### src/rtl/amiga_keyboard_tx_if.sv
// Key-event handshake between the keyboard matrix scanner and the KCLK/KDAT transmitter.
// A transfer happens on a clock where key_valid and key_ready are both high.
interface amiga_keyboard_tx_if;
  logic       key_valid;
  logic [6:0] key_code;
  logic       key_up;
  logic       key_ready;

  modport master (output key_valid, key_code, key_up, input  key_ready);
  modport slave  (input  key_valid, key_code, key_up, output key_ready);
endinterface

### src/rtl/amiga_keyboard_tx.sv
// Keyboard-side Amiga KCLK/KDAT transmitter: rotated/inverted 8-bit frames, host handshake, lost-sync recovery.
// Define AMIGA_KBD_POWERUP_STREAM_EN to send 0xFD/0xFE after reset before accepting keys.
module amiga_keyboard_tx #(
  parameter int BIT_CYCLES     = 573,
  parameter int HS_MIN_CYCLES  = 29,
  parameter int TIMEOUT_CYCLES = 4095000
) (
  input  logic               CLK,
  input  logic               _RST,
  amiga_keyboard_tx_if.slave key,
  output logic               KCLK_OE,
  output logic               KDAT_OE,
  input  logic               KDAT_IN,
  output logic               SYNC_LOST
);
  localparam int BW = (BIT_CYCLES > 1) ? $clog2(BIT_CYCLES) : 1;
  localparam int RW = (HS_MIN_CYCLES > 1) ? $clog2(HS_MIN_CYCLES + 1) : 1;
  localparam int TW = $clog2(TIMEOUT_CYCLES + 1);
  localparam logic [BW-1:0] BIT_LAST = BW'(BIT_CYCLES - 1);
  localparam logic [RW-1:0] RUN_LAST = RW'(HS_MIN_CYCLES - 1);
  localparam logic [TW-1:0] TMO_LAST = TW'(TIMEOUT_CYCLES - 1);

  typedef enum logic [2:0] {
    POWERUP, IDLE, SETUP, CLKLO, CLKHI, WAIT_HS, HS_END, RESYNC
  } state_t;

`ifdef AMIGA_KBD_POWERUP_STREAM_EN
  localparam state_t RESET_STATE = POWERUP;
  localparam logic   PU_PENDING  = 1'b1;
`else
  localparam state_t RESET_STATE = IDLE;
  localparam logic   PU_PENDING  = 1'b0;
`endif

  function automatic logic [7:0] rotate_code(input logic [7:0] v);
    return {v[6:0], v[7]};
  endfunction

  state_t          state;
  logic [BW-1:0]   cnt;
  logic [2:0]      bit_idx;
  logic [7:0]      sr;
  logic [7:0]      held;
  logic [RW-1:0]   run;
  logic [TW-1:0]   elapsed;
  logic            pend_fd, pend_fe, pend_f9, pend_rt;
  logic            resyncing;
  logic            ready_q;
  logic            kdat_s1, kdat_s2;
  logic [7:0]      next_byte, next_rot, key_rot;
  logic            next_have;
  logic            transfer, bit_end, launch;

  assign key.key_ready = ready_q;
  assign transfer      = key.key_valid & ready_q;
  assign bit_end       = (cnt == BIT_LAST);
  assign launch        = (state == POWERUP) || ((state == HS_END) && kdat_s2);

  // Queue order: power-up codes, lost-sync marker, then retransmit of the held event.
  always_comb begin
    next_have = 1'b1;
    next_byte = held;
    if (pend_fd)       next_byte = 8'hFD;
    else if (pend_fe)  next_byte = 8'hFE;
    else if (pend_f9)  next_byte = 8'hF9;
    else if (!pend_rt) next_have = 1'b0;
    next_rot = rotate_code(next_byte);
    key_rot  = rotate_code({key.key_up, key.key_code});
  end

  always_ff @(posedge CLK or negedge _RST) begin
    if (!_RST) begin
      state     <= RESET_STATE;
      cnt       <= '0;
      bit_idx   <= '0;
      sr        <= '0;
      held      <= '0;
      run       <= '0;
      elapsed   <= '0;
      pend_fd   <= PU_PENDING;
      pend_fe   <= PU_PENDING;
      pend_f9   <= 1'b0;
      pend_rt   <= 1'b0;
      resyncing <= 1'b0;
      ready_q   <= 1'b0;
      KCLK_OE   <= 1'b0;
      KDAT_OE   <= 1'b0;
      SYNC_LOST <= 1'b0;
      kdat_s1   <= 1'b1;
      kdat_s2   <= 1'b1;
    end else begin
      kdat_s1   <= KDAT_IN;
      kdat_s2   <= kdat_s1;
      SYNC_LOST <= 1'b0;
      case (state)
        POWERUP, HS_END: begin
          if (launch) begin
            if (next_have) begin
              state   <= SETUP;
              sr      <= next_rot;
              KDAT_OE <= next_rot[7];
              cnt     <= '0;
              bit_idx <= '0;
              if (pend_fd || pend_fe) held <= next_byte;
              if (pend_fd)      pend_fd <= 1'b0;
              else if (pend_fe) pend_fe <= 1'b0;
              else if (pend_f9) pend_f9 <= 1'b0;
              else              pend_rt <= 1'b0;
            end else begin
              state   <= IDLE;
              ready_q <= 1'b1;
            end
          end
        end
        IDLE: begin
          if (transfer) begin
            state   <= SETUP;
            ready_q <= 1'b0;
            held    <= {key.key_up, key.key_code};
            sr      <= key_rot;
            KDAT_OE <= key_rot[7];
            cnt     <= '0;
            bit_idx <= '0;
          end else begin
            ready_q <= 1'b1;
          end
        end
        SETUP, RESYNC: begin
          if (bit_end) begin
            state   <= CLKLO;
            KCLK_OE <= 1'b1;
            cnt     <= '0;
          end else begin
            cnt <= cnt + 1'b1;
          end
        end
        CLKLO: begin
          if (bit_end) begin
            state   <= CLKHI;
            KCLK_OE <= 1'b0;
            cnt     <= '0;
          end else begin
            cnt <= cnt + 1'b1;
          end
        end
        CLKHI: begin
          if (bit_end) begin
            cnt <= '0;
            if (bit_idx == 3'd7) begin
              state   <= WAIT_HS;
              KDAT_OE <= 1'b0;
              run     <= '0;
              elapsed <= '0;
            end else begin
              state   <= SETUP;
              bit_idx <= bit_idx + 3'd1;
              sr      <= {sr[6:0], 1'b0};
              KDAT_OE <= sr[6];
            end
          end else begin
            cnt <= cnt + 1'b1;
          end
        end
        // Handshake is tested before the timeout so it wins a same-cycle tie.
        WAIT_HS: begin
          if (!kdat_s2 && (run == RUN_LAST)) begin
            state <= HS_END;
            if (resyncing) begin
              pend_f9   <= 1'b1;
              pend_rt   <= 1'b1;
              resyncing <= 1'b0;
            end
          end else if (elapsed == TMO_LAST) begin
            state     <= RESYNC;
            SYNC_LOST <= 1'b1;
            KDAT_OE   <= 1'b1;
            cnt       <= '0;
            bit_idx   <= 3'd7;
            resyncing <= 1'b1;
          end else begin
            elapsed <= elapsed + 1'b1;
            run     <= kdat_s2 ? '0 : run + 1'b1;
          end
        end
        default: state <= IDLE;
      endcase
    end
  end
endmodule
### src/flat_wrapper.sv
// flat-port wrapper written by rule: the top's interface ports become plain ports
module amiga_keyboard_tx_flat 
#(
  parameter int BIT_CYCLES     = 573,
  parameter int HS_MIN_CYCLES  = 29,
  parameter int TIMEOUT_CYCLES = 4095000
)
  (CLK, _RST, KCLK_OE, KDAT_OE, KDAT_IN, SYNC_LOST, key_key_valid, key_key_code, key_key_up, key_key_ready);
  amiga_keyboard_tx_if key_i ();
  input  logic CLK;
  input  logic _RST;
  output logic KCLK_OE;
  output logic KDAT_OE;
  input  logic KDAT_IN;
  output logic SYNC_LOST;
  input wire logic [$bits(key_i.key_valid)-1:0] key_key_valid;
  input wire logic [$bits(key_i.key_code)-1:0] key_key_code;
  input wire logic [$bits(key_i.key_up)-1:0] key_key_up;
  output wire logic [$bits(key_i.key_ready)-1:0] key_key_ready;
  assign key_i.key_valid = key_key_valid;
  assign key_i.key_code = key_key_code;
  assign key_i.key_up = key_key_up;
  assign key_key_ready = key_i.key_ready;
  amiga_keyboard_tx #(.BIT_CYCLES(BIT_CYCLES), .HS_MIN_CYCLES(HS_MIN_CYCLES), .TIMEOUT_CYCLES(TIMEOUT_CYCLES)) u_core (.CLK(CLK), ._RST(_RST), .key(key_i), .KCLK_OE(KCLK_OE), .KDAT_OE(KDAT_OE), .KDAT_IN(KDAT_IN), .SYNC_LOST(SYNC_LOST));
endmodule
### config.mk
export PLATFORM = sky130hd
export DESIGN_NAME = amiga_keyboard_tx_flat
export DESIGN_NICKNAME = d
export VERILOG_FILES = /design/src/rtl/amiga_keyboard_tx_if.sv /design/src/rtl/amiga_keyboard_tx.sv /design/src/flat_wrapper.sv
export SDC_FILE = /design/constraint.sdc
export NUM_CORES = 1
export LEC_CHECK = 0
export CAP_MARGIN = 25
export CORE_MARGIN = 2
export CORE_UTILIZATION = 50
export DETAILED_ROUTE_END_ITERATION = 8
export PLACE_DENSITY = 0.68
export REMOVE_ABC_BUFFERS = 1
export SLEW_MARGIN = 20
export SYNTH_ARGS = -nofsm -noshare
export SYNTH_HDL_FRONTEND = slang
export SYNTH_SLANG_ARGS = --single-unit
### constraint.sdc
create_clock -name CLK -period 2.2 [get_ports CLK]
set_input_delay 0.33 -clock CLK [delete_from_list [all_inputs] [get_ports CLK]]
set_output_delay 0.33 -clock CLK [all_outputs]
set_load 0.02 [all_outputs]
==> results of run 1 <==
cells in the final DEF, fill, tap and decap left out, drive strengths merged, types with 3 or more instances in the layout:
| cell | netlist | routed |
|---|---|---|
| clkbuf | 18 | 14 |
| or2 | 4 | 4 |
| o21ai | 32 | 32 |
| or3 | 5 | 5 |
| xnor2 | 6 | 6 |
| a21boi | 3 | 3 |
| nand3 | 21 | 21 |
| dfrtp | 64 | 64 |
| mux2 | 17 | 17 |
| buf | 3 | 79 |
| ha | 7 | 7 |
| or4 | 7 | 7 |
| nand4 | 7 | 7 |
| nand2 | 33 | 33 |
| dfstp | 3 | 3 |
| nor3b | 3 | 3 |
| a22oi | 5 | 5 |
| inv | 13 | 13 |
| a21oi | 23 | 23 |
| a31oi | 10 | 10 |
| and3 | 10 | 10 |
| o21a | 3 | 3 |
| nor2b | 3 | 3 |
| nor2 | 25 | 25 |
| nand3b | 3 | 3 |
| clkdlybuf4s50 | 0 | 14 |
| a211oi | 3 | 3 |
| mux2i | 7 | 7 |
| nor4 | 4 | 4 |
| o31ai | 8 | 8 |
| nor3 | 5 | 5 |
power by group through the flow:
stage	registers, uW	clock network, uW	logic [uW]
floorplan	1870	0	1390
global placement	1770	0	2390
detailed placement	1790	0	2440
CTS	1770	981	2510
global route	1830	1040	2880
finish	1780	965	2620
metrics by stage:
stage / setup slack (ns) / hold WS, ns
final: -0.0538 / -0.0168
after global routing: -0.109 / 0.0348
after CTS: -0.0577 / 0.0107
after detailed placement: -0.119 / 0.349
after global placement: -0.116 / 0.351
after floorplan: -0.254 / 0.0344
worst reg2reg max path, stage by stage, from the launching register on:
cell      delay (ns)
dfrtp_1         0.41
or4_4           0.51
or4_4           0.58
o211a_4         0.28
a2111o_1        0.34
nand2_1         0.07
final cells by class:
class	count	area [um2]
Timing Repair Buffer	93	758
Sequential cell	67	1680
Multi-Input combinational cell	299	2140
Clock buffer	14	173
Inverter	13	48.8
Clock inverter	2	10.0
Tap cell	99	124
Fill cell	640	2360
path summary, 6_finish.rpt:
kind                                                       end                           from  slack (ns)
worst max-delay path               u_core.state[0]$_DFFE_PN1P_  u_core.elapsed[8]$_DFFE_PN0P_       -0.05
worst max register to register     u_core.state[0]$_DFFE_PN1P_  u_core.elapsed[8]$_DFFE_PN0P_       -0.05
worst min-delay path            u_core.elapsed[19]$_DFFE_PN0P_                           _RST       -0.02
max in group asynchronous          u_core.state[0]$_DFFE_PN1P_                           _RST        1.86
worst min register to register        u_core.kdat_s2$_DFF_PN1_       u_core.kdat_s1$_DFF_PN1_        0.36
min in group CLK                      u_core.kdat_s2$_DFF_PN1_       u_core.kdat_s1$_DFF_PN1_        0.36
state kept, by name, indices dropped and copies added, names as in the netlist:
signal / count
u_core.resyncing: 1
u_core.cnt: 10
u_core.held: 8
u_core.SYNC_LOST: 1
u_core.KCLK_OE: 1
u_core.KDAT_OE: 1
u_core.pend_f9: 1
u_core.state: 3
u_core.key.key_ready: 1
u_core.pend_rt: 1
u_core.kdat_s1: 1
u_core.elapsed: 22
u_core.bit_idx: 3
u_core.run: 5
u_core.sr: 7
u_core.kdat_s2: 1
metal layers:
layer,GRT usage,routed length (um),vias to the layer above
met4,0.0619,104,0
met3,0.0639,414,8
li1,-,-,1662
met5,0,0,-
met2,0.384,4760,81
met1,0.338,4590,1705
timing repair:
item                                    CTS  global route
pin swaps                                12            22
setup buffers                             3             8
endpoints found under the setup margin   34            39
hold buffers                              0             0
cloned                                    1             0
gates resized for setup                  15            27
cells by family after synthesis:
logic type	after synthesis	synth area share
AO/OA/AOI/OAI	113	0.196
XOR/XNOR	7	0.0162
adder cells (fa/ha/maj)	7	0.0231
buffers and inverters	34	0.0360
flip-flops	67	0.444
multiplexers	24	0.0691
AND/OR/NAND/NOR	147	0.216
==> out/qor.log, run 1 <==
qor: pwr.sw_frac_of_total 0.372
qor: grt.globalRouteTotalUtil 0.244
qor: floorplanning.design.die.area 8280 um2
qor: routing.drt-initial-drc-count 219
qor: run_status.run_status finished, violations left
qor: place.placement.cell_area 4490 um2
qor: synthesis.synth_edf_count 0
qor: grt.antenna_violations_before_repair 0
qor: synthesis.ys.flop_type dfrtp_1
qor: synthesis.synth_top_area_cell dfrtp_1
qor: critical_path.critPathMaxStageDelay 0.58 ns
qor: floorplanning.dieHeight 91.0 um
qor: grt.grt_max_degree 68
qor: floorplanning.initial_utilization 0.519
qor: synthesis.synth.most_common_cell dfrtp_1
qor: pwr.irDropWorstVdd 0.000663 V
qor: pwr.power.density_cell_area 1090 nW/um2
qor: critical_path.cp_max_stage_cell or4_4
qor: grt.grt_pass1_vias 3309
qor: final_layout.antennaDiodeCount 0
qor: routing.routed_wire_length_per_instance 16.8 um
qor: routing.routed_wl 9.87 mm
qor: timing.setup_repair_after_global_routing_missed_its_margin true
qor: clocking.cts.clk_slew.worst_paths 0.08 ns
qor: synthesis.yosys_register_bits 67
qor: place.gp_congestion 0.858
qor: critical_path.timing.critical_path.fanout_max 5
qor: synthesis.ys_warn_count 0
qor: clocking.clk-insertion-delay-late 0.35 ns
qor: final_layout.layout.cell_area.non_filler 4930 um2
qor: floorplanning.die_w 91.0 um
qor: timing.clock.fmax 444 MHz
qor: critical_path.cp_data_arrival_time 2.54 ns
qor: pwr.p_int 3370 uW
qor: critical_path.reg2regPathDepth 5
qor: timing.fin_hold_ws -0.0168 ns
qor: hold_path.hold_path_class primary input to async pin
qor: critical_path.startpoint_class_of_the_critical_path flip-flop
qor: timing.finalSetupViolations 5
qor: final_layout.instances_no_fill 587
qor: pwr.post-layout-total-power 5360 uW
qor: routing.avgViaCountPerCell 5.89
qor: timing.worst_clk_skew 0.00921 ns
qor: routing.remaining_drc_errors 0
qor: timing.period_minus_slack 2.25 ns
qor: place.place.detailed.instances 560
qor: final_layout.fin_util 0.677
qor: place.place_hpwl 6.71 mm
qor: final_layout.final_layout_size_suffix_gt1_frac 0.314
qor: synthesis.synthesis.area 3790 um2
qor: pwr.power_switching 1990 uW
qor: synthesis.post_synth.cell_area_avg 9.49 um2
qor: critical_path.timing.critical_path.required 2.48 ns
qor: critical_path.timing.setup.critical_path_class flip-flop to flip-flop
qor: job.max_cap_viol_count 0
qor: timing.maxSlewViolCount 0
qor: routing.number_of_routed_nets_with_antenna_violations 0
qor: timing.final-hold-violation-count 17
qor: critical_path.cp_num_buf_inv 0
qor: timing.setup_tns -0.116 ns
qor: critical_path.worst_path_dominant_cell_family simple AND/OR/NAND/NOR gates
qor: timing.max_slew.worst_pin.slew 0.567 ns
qor: routing.dr_total_vias 3456
qor: synthesis.post_synth_main_area_contributors dfrtp_1, mux2_2, o21ai_0, nand2_1, a21oi_1
qor: final_layout.design.final.nets 502
qor: synthesis.syn_inst 399
qor: synthesis.yosysTopAreaCellShare 0.423
qor: critical_path.timing.critical_path.cells or4_4 -> or4_4 -> o211a_4 -> a2111o_1 -> nand2_1
qor: final_layout.syn_to_final_growth 30.3%
qor: grt.grt_pass1_wl 16.2 mm
qor: critical_path.crit_path_frequent_cell or4_4
qor: clocking.tritoncts built
qor: synthesis.share_of_flip_flops_with_an_asynchronous_set_or_reset_after_synthesis 1.00
qor: clocking.max-clock-path-buffers 2
qor: floorplanning.core_area 7290 um2
qor: place.io_buffers 15
qor: run_status.violations negative hold slack, negative setup slack
qor: timing.post-route-worst-setup-slack -0.0538 ns
qor: clocking.cts-htree-levels 3
qor: critical_path.critical_path_cell_count 5
qor: grt.overflow 0
qor: timing.post-route-period-util 1.02
qor: floorplanning.top_level_ports 16
qor: pwr.seq_power_share 0.332
qor: timing.maxSlewHeadroom 0.618
qor: clocking.cts_made_buffers 9
qor: synthesis.netlist-cell-type-count 70
qor: critical_path.worst_setup_path_end_kind flip-flop
qor: pwr.power.static_leakage 0.00216 uW
qor: synthesis.synth.yosys.seq_area_share 0.444
qor: pwr.power_frac_comb 0.488
qor: pwr.p_clk_frac 0.180
qor: routing.firstDrtPassIters 5
qor: clocking.cts_root_buffer clkbuf_8
qor: synthesis.synth_common_cells dfrtp_1, nand2_1, o21ai_0, nor2_1, a21oi_1
qor: floorplanning.std_cell_rows 31
qor: clocking.sinks_on_the_clock_net 67
Note: power is estimated with default switching activity, not from simulation.
==> run 2, diff against run 1 <==
--- a/config.mk
+++ b/config.mk
@@ -6,10 +6,9 @@
 export NUM_CORES = 1
 export LEC_CHECK = 0
 export CAP_MARGIN = 25
-export CORE_MARGIN = 2
 export CORE_UTILIZATION = 50
 export DETAILED_ROUTE_END_ITERATION = 8
-export PLACE_DENSITY = 0.68
+export PLACE_DENSITY = 0.74
 export REMOVE_ABC_BUFFERS = 1
 export SLEW_MARGIN = 20
 export SYNTH_ARGS = -nofsm -noshare
==> constraint.sdc (replaced) <==
create_clock -name CLK -period 2 [get_ports CLK]
set_input_delay 0.3 -clock CLK [delete_from_list [all_inputs] [get_ports CLK]]
set_output_delay 0.3 -clock CLK [all_outputs]
set_load 0.02 [all_outputs]
==> run 2 against run 1 <==
  * The run ends with negative setup slack left
  * Clock skew about the same
  * Routed wire length increased by 16%
  * Non-clock buffer count increased by 43
  * Cell area increased by 12%
  * Power increased by 24%
  * Flip-flop and latch count unchanged
  * Worst hold slack improved by 0.36 ns
  * Highest routed layer unchanged
==> out/qor.log, run 2 (synthesis gave the netlist of run 1 again) <==
qor: clocking.cts.clk_slew.worst_paths 0.07 ns [was 0.08 ns]
qor: clocking.cts_root_buffer clkbuf_8 [unchanged]
qor: routing.routed_wire_length_per_instance 18.1 um [was 16.8 um]
qor: critical_path.cp_data_arrival_time 2.51 ns [was 2.54 ns]
qor: place.placement.cell_area 4670 um2 [was 4490 um2]
qor: floorplanning.core_area 7290 um2 [unchanged]
qor: clocking.cts-htree-levels 3 [unchanged]
qor: pwr.power.density_cell_area 1210 nW/um2 [was 1090 nW/um2]
qor: final_layout.syn_to_final_growth 45.4% [was 30.3%]
qor: grt.globalRouteMet1Util 0.380 [was 0.338]
qor: floorplanning.initial_utilization 0.519 [unchanged]
qor: routing.drt-initial-drc-count 319 [was 219]
qor: place.io_buffers 15 [unchanged]
qor: critical_path.worst_path_dominant_cell_family simple AND/OR/NAND/NOR gates [unchanged]
qor: floorplanning.dieHeight 89.0 um [was 91.0 um]
qor: grt.groute.layer.met2.usage 0.464 [was 0.384]
qor: timing.setup_repair_after_global_routing_missed_its_margin true [unchanged]
qor: routing.firstDrtPassIters 5 [unchanged]
qor: pwr.power.static_leakage 0.00244 uW [was 0.00216 uW]
qor: floorplanning.top_level_ports 16 [unchanged]
qor: final_layout.filler_cell_count 485 [was 640]
qor: grt.overflow 0 [unchanged]
qor: critical_path.timing.critical_path.cells ha_1 -> or4bb_1 -> or4_4 -> nor3_4 -> nor2_1 -> buf_4 -> a31oi_1 [was or4_4 -> or4_4 -> o211a_4 -> a2111o_1 -> nand2_1]
qor: floorplanning.std_cell_rows 31 [unchanged]
qor: final_layout.multi_input_logic_area 2310 um2 [was 2140 um2]
qor: grt.grt_most_used_layer met2 [unchanged]
qor: timing.worst_clk_skew 0.00913 ns [was 0.00921 ns]
qor: clocking.cts_made_buffers 9 [unchanged]
qor: clocking.max-clock-path-buffers 2 [unchanged]
qor: routing.number_of_routed_nets_with_antenna_violations 0 [unchanged]
qor: final_layout.final_layout_size_suffix_gt1_frac 0.400 [was 0.314]
qor: place.place_hpwl 6.82 mm [was 6.71 mm]
qor: final_layout.antennaDiodeCount 0 [unchanged]
qor: final_layout.largest_register_ff_count 22 [unchanged]
qor: timing.post-route-period-util 1.12 [was 1.02]
qor: critical_path.startpoint_class_of_the_critical_path flip-flop [unchanged]
qor: job.max_cap_viol_count 0 [unchanged]
qor: critical_path.timing.critical_path.required 2.28 ns [was 2.48 ns]
qor: critical_path.timing.critical_path.fanout_max 6 [was 5]
qor: critical_path.cp_max_stage_cell or4_4 [unchanged]
qor: hold_path.hold_path_class primary input to flip-flop [was primary input to async pin]
qor: timing.final-hold-violation-count 0 [was 17]
qor: final_layout.final_common_cell buf_4 [unchanged]
qor: grt.globalRouteTotalUtil 0.290 [was 0.244]
qor: final_layout.largestRegisters u_core.elapsed x22, u_core.cnt x10, u_core.held x8 [unchanged]
qor: final_layout.register_area 1680 um2 [unchanged]
qor: timing.finalSetupViolations 36 [was 5]
qor: clocking.tritoncts built [unchanged]
qor: routing.avgViaCountPerCell 5.98 [was 5.89]
qor: final_layout.layout.cell_area.non_filler 5510 um2 [was 4930 um2]
qor: grt.antenna_violations_before_repair 0 [unchanged]
qor: run_status.run_status finished, violations left [unchanged]
qor: critical_path.critPathMaxStageDelay 0.48 ns [was 0.58 ns]
qor: clocking.clk-insertion-delay-late 0.36 ns [was 0.35 ns]
qor: final_layout.most_frequent_cells_in_the_layout buf_4, dfrtp_1, nand2_1 [unchanged]
qor: critical_path.worst_setup_path_end_kind flip-flop [unchanged]
qor: floorplanning.design.die.area 7920 um2 [was 8280 um2]
qor: critical_path.cp_num_buf_inv 1 [was 0]
qor: timing.period_minus_slack 2.23 ns [was 2.25 ns]
qor: timing.maxSlewHeadroom 0.635 [was 0.618]
qor: run_status.violations negative setup slack [was negative hold slack, negative setup slack]
qor: timing.post-route-worst-setup-slack -0.231 ns [was -0.0538 ns]
qor: grt.grt_use_met3 0.0748 [was 0.0639]
qor: grt.grt_pass1_vias 3562 [was 3309]
qor: critical_path.timing.setup.critical_path_class flip-flop to flip-flop [unchanged]
qor: routing.remaining_drc_errors 0 [unchanged]
qor: grt.grt_max_degree 42 [was 68]
qor: routing.routed_wl 11.4 mm [was 9.87 mm]
qor: place.gp_congestion 0.901 [was 0.858]
qor: timing.max_slew.worst_pin.slew 0.546 ns [was 0.567 ns]
qor: timing.maxSlewViolCount 0 [unchanged]
qor: pwr.irDropWorstVdd 0.000634 V [was 0.000663 V]
qor: grt.grt_pass1_wl 17.3 mm [was 16.2 mm]
qor: clocking.sinks_on_the_clock_net 67 [unchanged]
qor: final_layout.design.final.nets 546 [was 502]
qor: floorplanning.die_w 89.0 um [was 91.0 um]
qor: routing.dr_total_vias 3775 [was 3456]
qor: final_layout.largest-register u_core.elapsed [unchanged]
qor: pwr.post-layout-total-power 6660 uW [was 5360 uW]
qor: timing.clock.fmax 448 MHz [was 444 MHz]
qor: timing.fin_hold_ws 0.341 ns [was -0.0168 ns]
[run 2: cell types whose count changed in the layout (fill, tap and decap cells not counted), sizes merged]
cell	previous run	this run
clkinvlp	0	2
buf	79	121
clkbuf	14	12
dlygate4sd3	0	1
or2	4	5
[run 2: area by class of cell]
cell class | instances | area share
Inverter | 13 | 0.00886
Timing Repair Buffer | 136 | 0.212
Clock buffer | 12 | 0.0282
Clock inverter | 4 | 0.00455
Sequential cell | 67 | 0.305
Tap cell | 99 | 0.0225
Multi-Input combinational cell | 300 | 0.419
[run 2: metrics by stage]
step | utilization | worst slack, ns | std cells | TNS [ns]
after floorplan | - | -0.454 | 378 | -12.45
after global placement | 0.640 | -0.268 | 580 | -5.95
after detailed placement | 0.640 | -0.311 | 580 | -8.02
after CTS | 0.713 | -0.233 | 621 | -4.63
after global routing | 0.755 | -0.311 | 631 | -8.68
final | 0.755 | -0.231 | 631 | -5.00
[run 2: final timing paths]
path / from / slack, ns / end / depth (start not counted)
setup / recovery: u_core.elapsed[0]$_DFFE_PN0P_ / -0.23 / u_core.elapsed[5]$_DFFE_PN0P_ / 7
hold / removal: KDAT_IN / 0.34 / u_core.kdat_s1$_DFF_PN1_ / 1
setup reg to reg: u_core.elapsed[0]$_DFFE_PN0P_ / -0.23 / u_core.elapsed[5]$_DFFE_PN0P_ / 7
hold reg to reg: u_core.kdat_s1$_DFF_PN1_ / 0.36 / u_core.kdat_s2$_DFF_PN1_ / 0
max in group asynchronous: _RST / 1.25 / u_core.state[0]$_DFFE_PN1P_ / 3
min in group asynchronous: _RST / 0.45 / u_core.run[1]$_DFFE_PN0P_ / 3
[run 2: power breakdown]
| part | switching (uW) | total, uW | internal [uW] | leakage [uW] |
|---|---|---|---|---|
| combinational | 1800 | 3680 | 1880 | 0.00147 |
| sequential | 208 | 1930 | 1720 | 0.000876 |
| clock | 538 | 1050 | 513 | 0.0000884 |
| total | 2540 | 6660 | 4120 | 0.00244 |
[run 2: repair_timing]
item	CTS	global route
hold buffers	1	0
hold endpoints to repair	64	0
gates cloned	3	0
gates resized for setup	44	46
setup endpoints to repair	52	60
setup buffers	21	11
pin swaps	24	23
[run 2: per-layer routing]
layer / wire (um) / part of all wire
met2: 5570 / 0.49
met4: 306 / 0.027
met3: 709 / 0.062
met1: 4860 / 0.42
met5: 0 / 0
==> run 3, diff against run 2 <==
--- a/config.mk
+++ b/config.mk
@@ -8,7 +8,7 @@
 export CAP_MARGIN = 25
 export CORE_UTILIZATION = 50
 export DETAILED_ROUTE_END_ITERATION = 8
-export PLACE_DENSITY = 0.74
+export PLACE_DENSITY = 0.72
 export REMOVE_ABC_BUFFERS = 1
 export SLEW_MARGIN = 20
 export SYNTH_ARGS = -nofsm -noshare
==> constraint.sdc (replaced) <==
create_clock -name CLK -period 2.63 [get_ports CLK]
set_input_delay 0.3945 -clock CLK [delete_from_list [all_inputs] [get_ports CLK]]
set_output_delay 0.3945 -clock CLK [all_outputs]
set_load 0.02 [all_outputs]
==> run 3 against run 2 <==
  * Fmax decreased by 10%
  * Power decreased by 37%
  * Sequential share of layout area up 8.1 points
  * Flip-flop and latch count is the same
  * Clock skew up 0.0013 ns
  * The run now ends clean
  * Setup slack gained 0.37 ns
  * Critical endpoint is now u_core.state[0]$_DFFE_PN1P_
  * Global-route usage fell by 4.1 points
  * Largest power group unchanged
==> out/qor.log, run 3 (synthesis gave the netlist of run 1 again) <==
qor: clocking.tritoncts built [unchanged]
qor: routing.routed_wire_length_per_instance 16.9 um [was 18.1 um]
qor: critical_path.timing.setup.critical_path_class flip-flop to flip-flop [unchanged]
qor: final_layout.syn_to_final_growth 14.8% [was 45.4%]
qor: critical_path.timing.critical_path.required 2.92 ns [was 2.28 ns]
qor: grt.grt_pass1_vias 3038 [was 3562]
qor: final_layout.most_frequent_cells_in_the_layout dfrtp_1, nand2_1, o21ai_0 [was buf_4, dfrtp_1, nand2_1]
qor: timing.fin_hold_ws 0.107 ns [was 0.341 ns]
qor: clocking.max-clock-path-buffers 2 [unchanged]
qor: place.gp_congestion 0.932 [was 0.901]
qor: floorplanning.top_level_ports 16 [unchanged]
qor: routing.number_of_routed_nets_with_antenna_violations 0 [unchanged]
qor: timing.setup_tns 0 ns [was -5.00 ns]
qor: final_layout.final_common_cell dfrtp_1 [was buf_4]
qor: pwr.irDropWorstVdd 0.000431 V [was 0.000634 V]
qor: timing.post-route-period-util 0.947 [was 1.12]
qor: floorplanning.die_w 89.0 um [unchanged]
qor: final_layout.design.final.nets 444 [was 546]
qor: critical_path.worst_setup_path_end_kind flip-flop [unchanged]
qor: critical_path.startpoint_class_of_the_critical_path flip-flop [unchanged]
qor: routing.drt-initial-drc-count 274 [was 319]
qor: pwr.power.static_leakage 0.00183 uW [was 0.00244 uW]
qor: clocking.cts_hold_fix_bufs 0 [was 1]
qor: place.place.detailed.instances 513 [was 580]
qor: run_status.run_status finished clean [was finished, violations left]
qor: final_layout.register_area 1680 um2 [unchanged]
qor: routing.firstDrtPassIters 6 [was 5]
qor: floorplanning.dieHeight 89.0 um [unchanged]
qor: critical_path.cp_data_arrival_time 2.78 ns [was 2.51 ns]
qor: timing.worst_clk_skew 0.0104 ns [was 0.00913 ns]
qor: routing.dr_total_vias 3267 [was 3775]
qor: final_layout.filler_cell_count 656 [was 485]
qor: timing.post-route-worst-setup-slack 0.140 ns [was -0.231 ns]
qor: final_layout.largest_register_ff_count 22 [unchanged]
qor: timing.finalSetupViolations 0 [was 36]
qor: final_layout.largestRegisters u_core.elapsed x22, u_core.cnt x10, u_core.held x8 [unchanged]
qor: timing.maxSlewHeadroom 0.508 [was 0.635]
qor: job.max_cap_viol_count 0 [unchanged]
qor: timing.period_minus_slack 2.49 ns [was 2.23 ns]
qor: clocking.post_cts_resized 0 [was 44]
qor: place.placement.setup.worst_slack 0.161 ns [was -0.311 ns]
qor: timing.maxSlewViolCount 0 [unchanged]
qor: routing.routed_wl 8.92 mm [was 11.4 mm]
qor: routing.avgViaCountPerCell 6.18 [was 5.98]
qor: place.place_hpwl 6.25 mm [was 6.82 mm]
qor: floorplanning.core_area 7290 um2 [unchanged]
qor: clocking.sinks_on_the_clock_net 67 [unchanged]
qor: timing.setup_repair_after_global_routing_missed_its_margin false [was true]
qor: place.io_buffers 15 [unchanged]
qor: grt.overflow 0 [unchanged]
qor: critical_path.timing.critical_path.fanout_max 10 [was 6]
qor: floorplanning.design.die.area 7920 um2 [unchanged]
qor: floorplanning.std_cell_rows 31 [unchanged]
qor: grt.grt_max_degree 37 [was 42]
qor: floorplanning.initial_utilization 0.519 [unchanged]
qor: hold_path.hold_path_class primary input to async pin [was primary input to flip-flop]
qor: timing.max_slew.worst_pin.slew 0.737 ns [was 0.546 ns]
qor: clocking.postCtsSetupRepairBufs 0 [was 21]
qor: clocking.cts-htree-levels 3 [unchanged]
qor: clocking.cts_root_buffer clkbuf_8 [unchanged]
qor: pwr.power.density_cell_area 972 nW/um2 [was 1210 nW/um2]
qor: clocking.cts.clk_slew.worst_paths 0.08 ns [was 0.07 ns]
qor: pwr.post-layout-total-power 4220 uW [was 6660 uW]
qor: final_layout.final_layout_size_suffix_gt1_frac 0.147 [was 0.400]
qor: final_layout.largest-register u_core.elapsed [unchanged]
qor: routing.remaining_drc_errors 0 [unchanged]
qor: clocking.clk-insertion-delay-late 0.35 ns [was 0.36 ns]
qor: grt.grt_pass1_wl 14.8 mm [was 17.3 mm]
qor: grt.antenna_violations_before_repair 0 [unchanged]
qor: grt.globalRouteTotalUtil 0.248 [was 0.290]
qor: timing.final-hold-violation-count 0 [unchanged]
qor: final_layout.antennaDiodeCount 0 [unchanged]
qor: timing.clock.fmax 402 MHz [was 448 MHz]
qor: final_layout.multi_input_logic_area 1970 um2 [was 2310 um2]
qor: clocking.cts_made_buffers 9 [unchanged]
qor: final_layout.instances_no_fill 529 [was 631]
[run 3: cell count changes in the layout (fill, tap and decap cells not counted), sizes merged]
cell / before / now
buf: 121 / 22
dlygate4sd3: 1 / 0
bufinv: 0 / 1
o211a: 2 / 1
clkinv: 2 / 1
clkbuf: 12 / 14
clkinvlp: 2 / 0
or2: 5 / 4
[run 3: path summary, 6_finish.rpt]
path | start | end | slack (ns) | cells past startpoint
worst max-delay path | u_core.elapsed[1]$_DFFE_PN0P_ | u_core.state[0]$_DFFE_PN1P_ | 0.14 | 6
worst min-delay path | _RST | u_core.held[4]$_DFFE_PN0P_ | 0.11 | 1
worst max register to register | u_core.elapsed[1]$_DFFE_PN0P_ | u_core.state[0]$_DFFE_PN1P_ | 0.14 | 6
worst min register to register | u_core.kdat_s1$_DFF_PN1_ | u_core.kdat_s2$_DFF_PN1_ | 0.37 | 0
max in group asynchronous | _RST | u_core.state[0]$_DFFE_PN1P_ | 1.81 | 2
min in group CLK | u_core.kdat_s1$_DFF_PN1_ | u_core.kdat_s2$_DFF_PN1_ | 0.37 | 0
[run 3: through the flow]
| stage | area (um2) | utilization |
|---|---|---|
| final | 4350 | 0.596 |
| after global routing | 4350 | 0.596 |
| after CTS | 4350 | 0.596 |
| after detailed placement | 4140 | 0.567 |
| after global placement | 4140 | 0.567 |
| after floorplan | 3700 | - |
[run 3: critical path: stages, from the launching register on]
cell	delay [ns]
dfrtp_1	0.38
ha_1	0.27
or4bb_1	0.51
or4_4	0.46
o211a_1	0.36
a2111o_1	0.38
nand2_1	0.06
[run 3: cell type report]
| class | count | share of cell area |
|---|---|---|
| clock inverters | 2 | 0.00806 |
| repair buffers | 36 | 0.0726 |
| well taps | 99 | 0.0285 |
| flip-flops and latches | 67 | 0.387 |
| clock buffers | 14 | 0.0397 |
| inverters | 13 | 0.0112 |
| multi-input cells | 298 | 0.453 |
[run 3: routing by layer]
metal	wire, um	track usage
met1	4240	0.342
met2	4100	0.382
met3	434	0.0591
met4	148	0.0952
met5	0	0
[run 3: report_power, final]
group | total [uW] | leakage [uW] | internal, uW | switching (uW)
Sequential | 1570 | 0.000876 | 1310 | 257
Clock | 912 | 0.000107 | 516 | 396
Combinational | 1740 | 0.000846 | 797 | 945
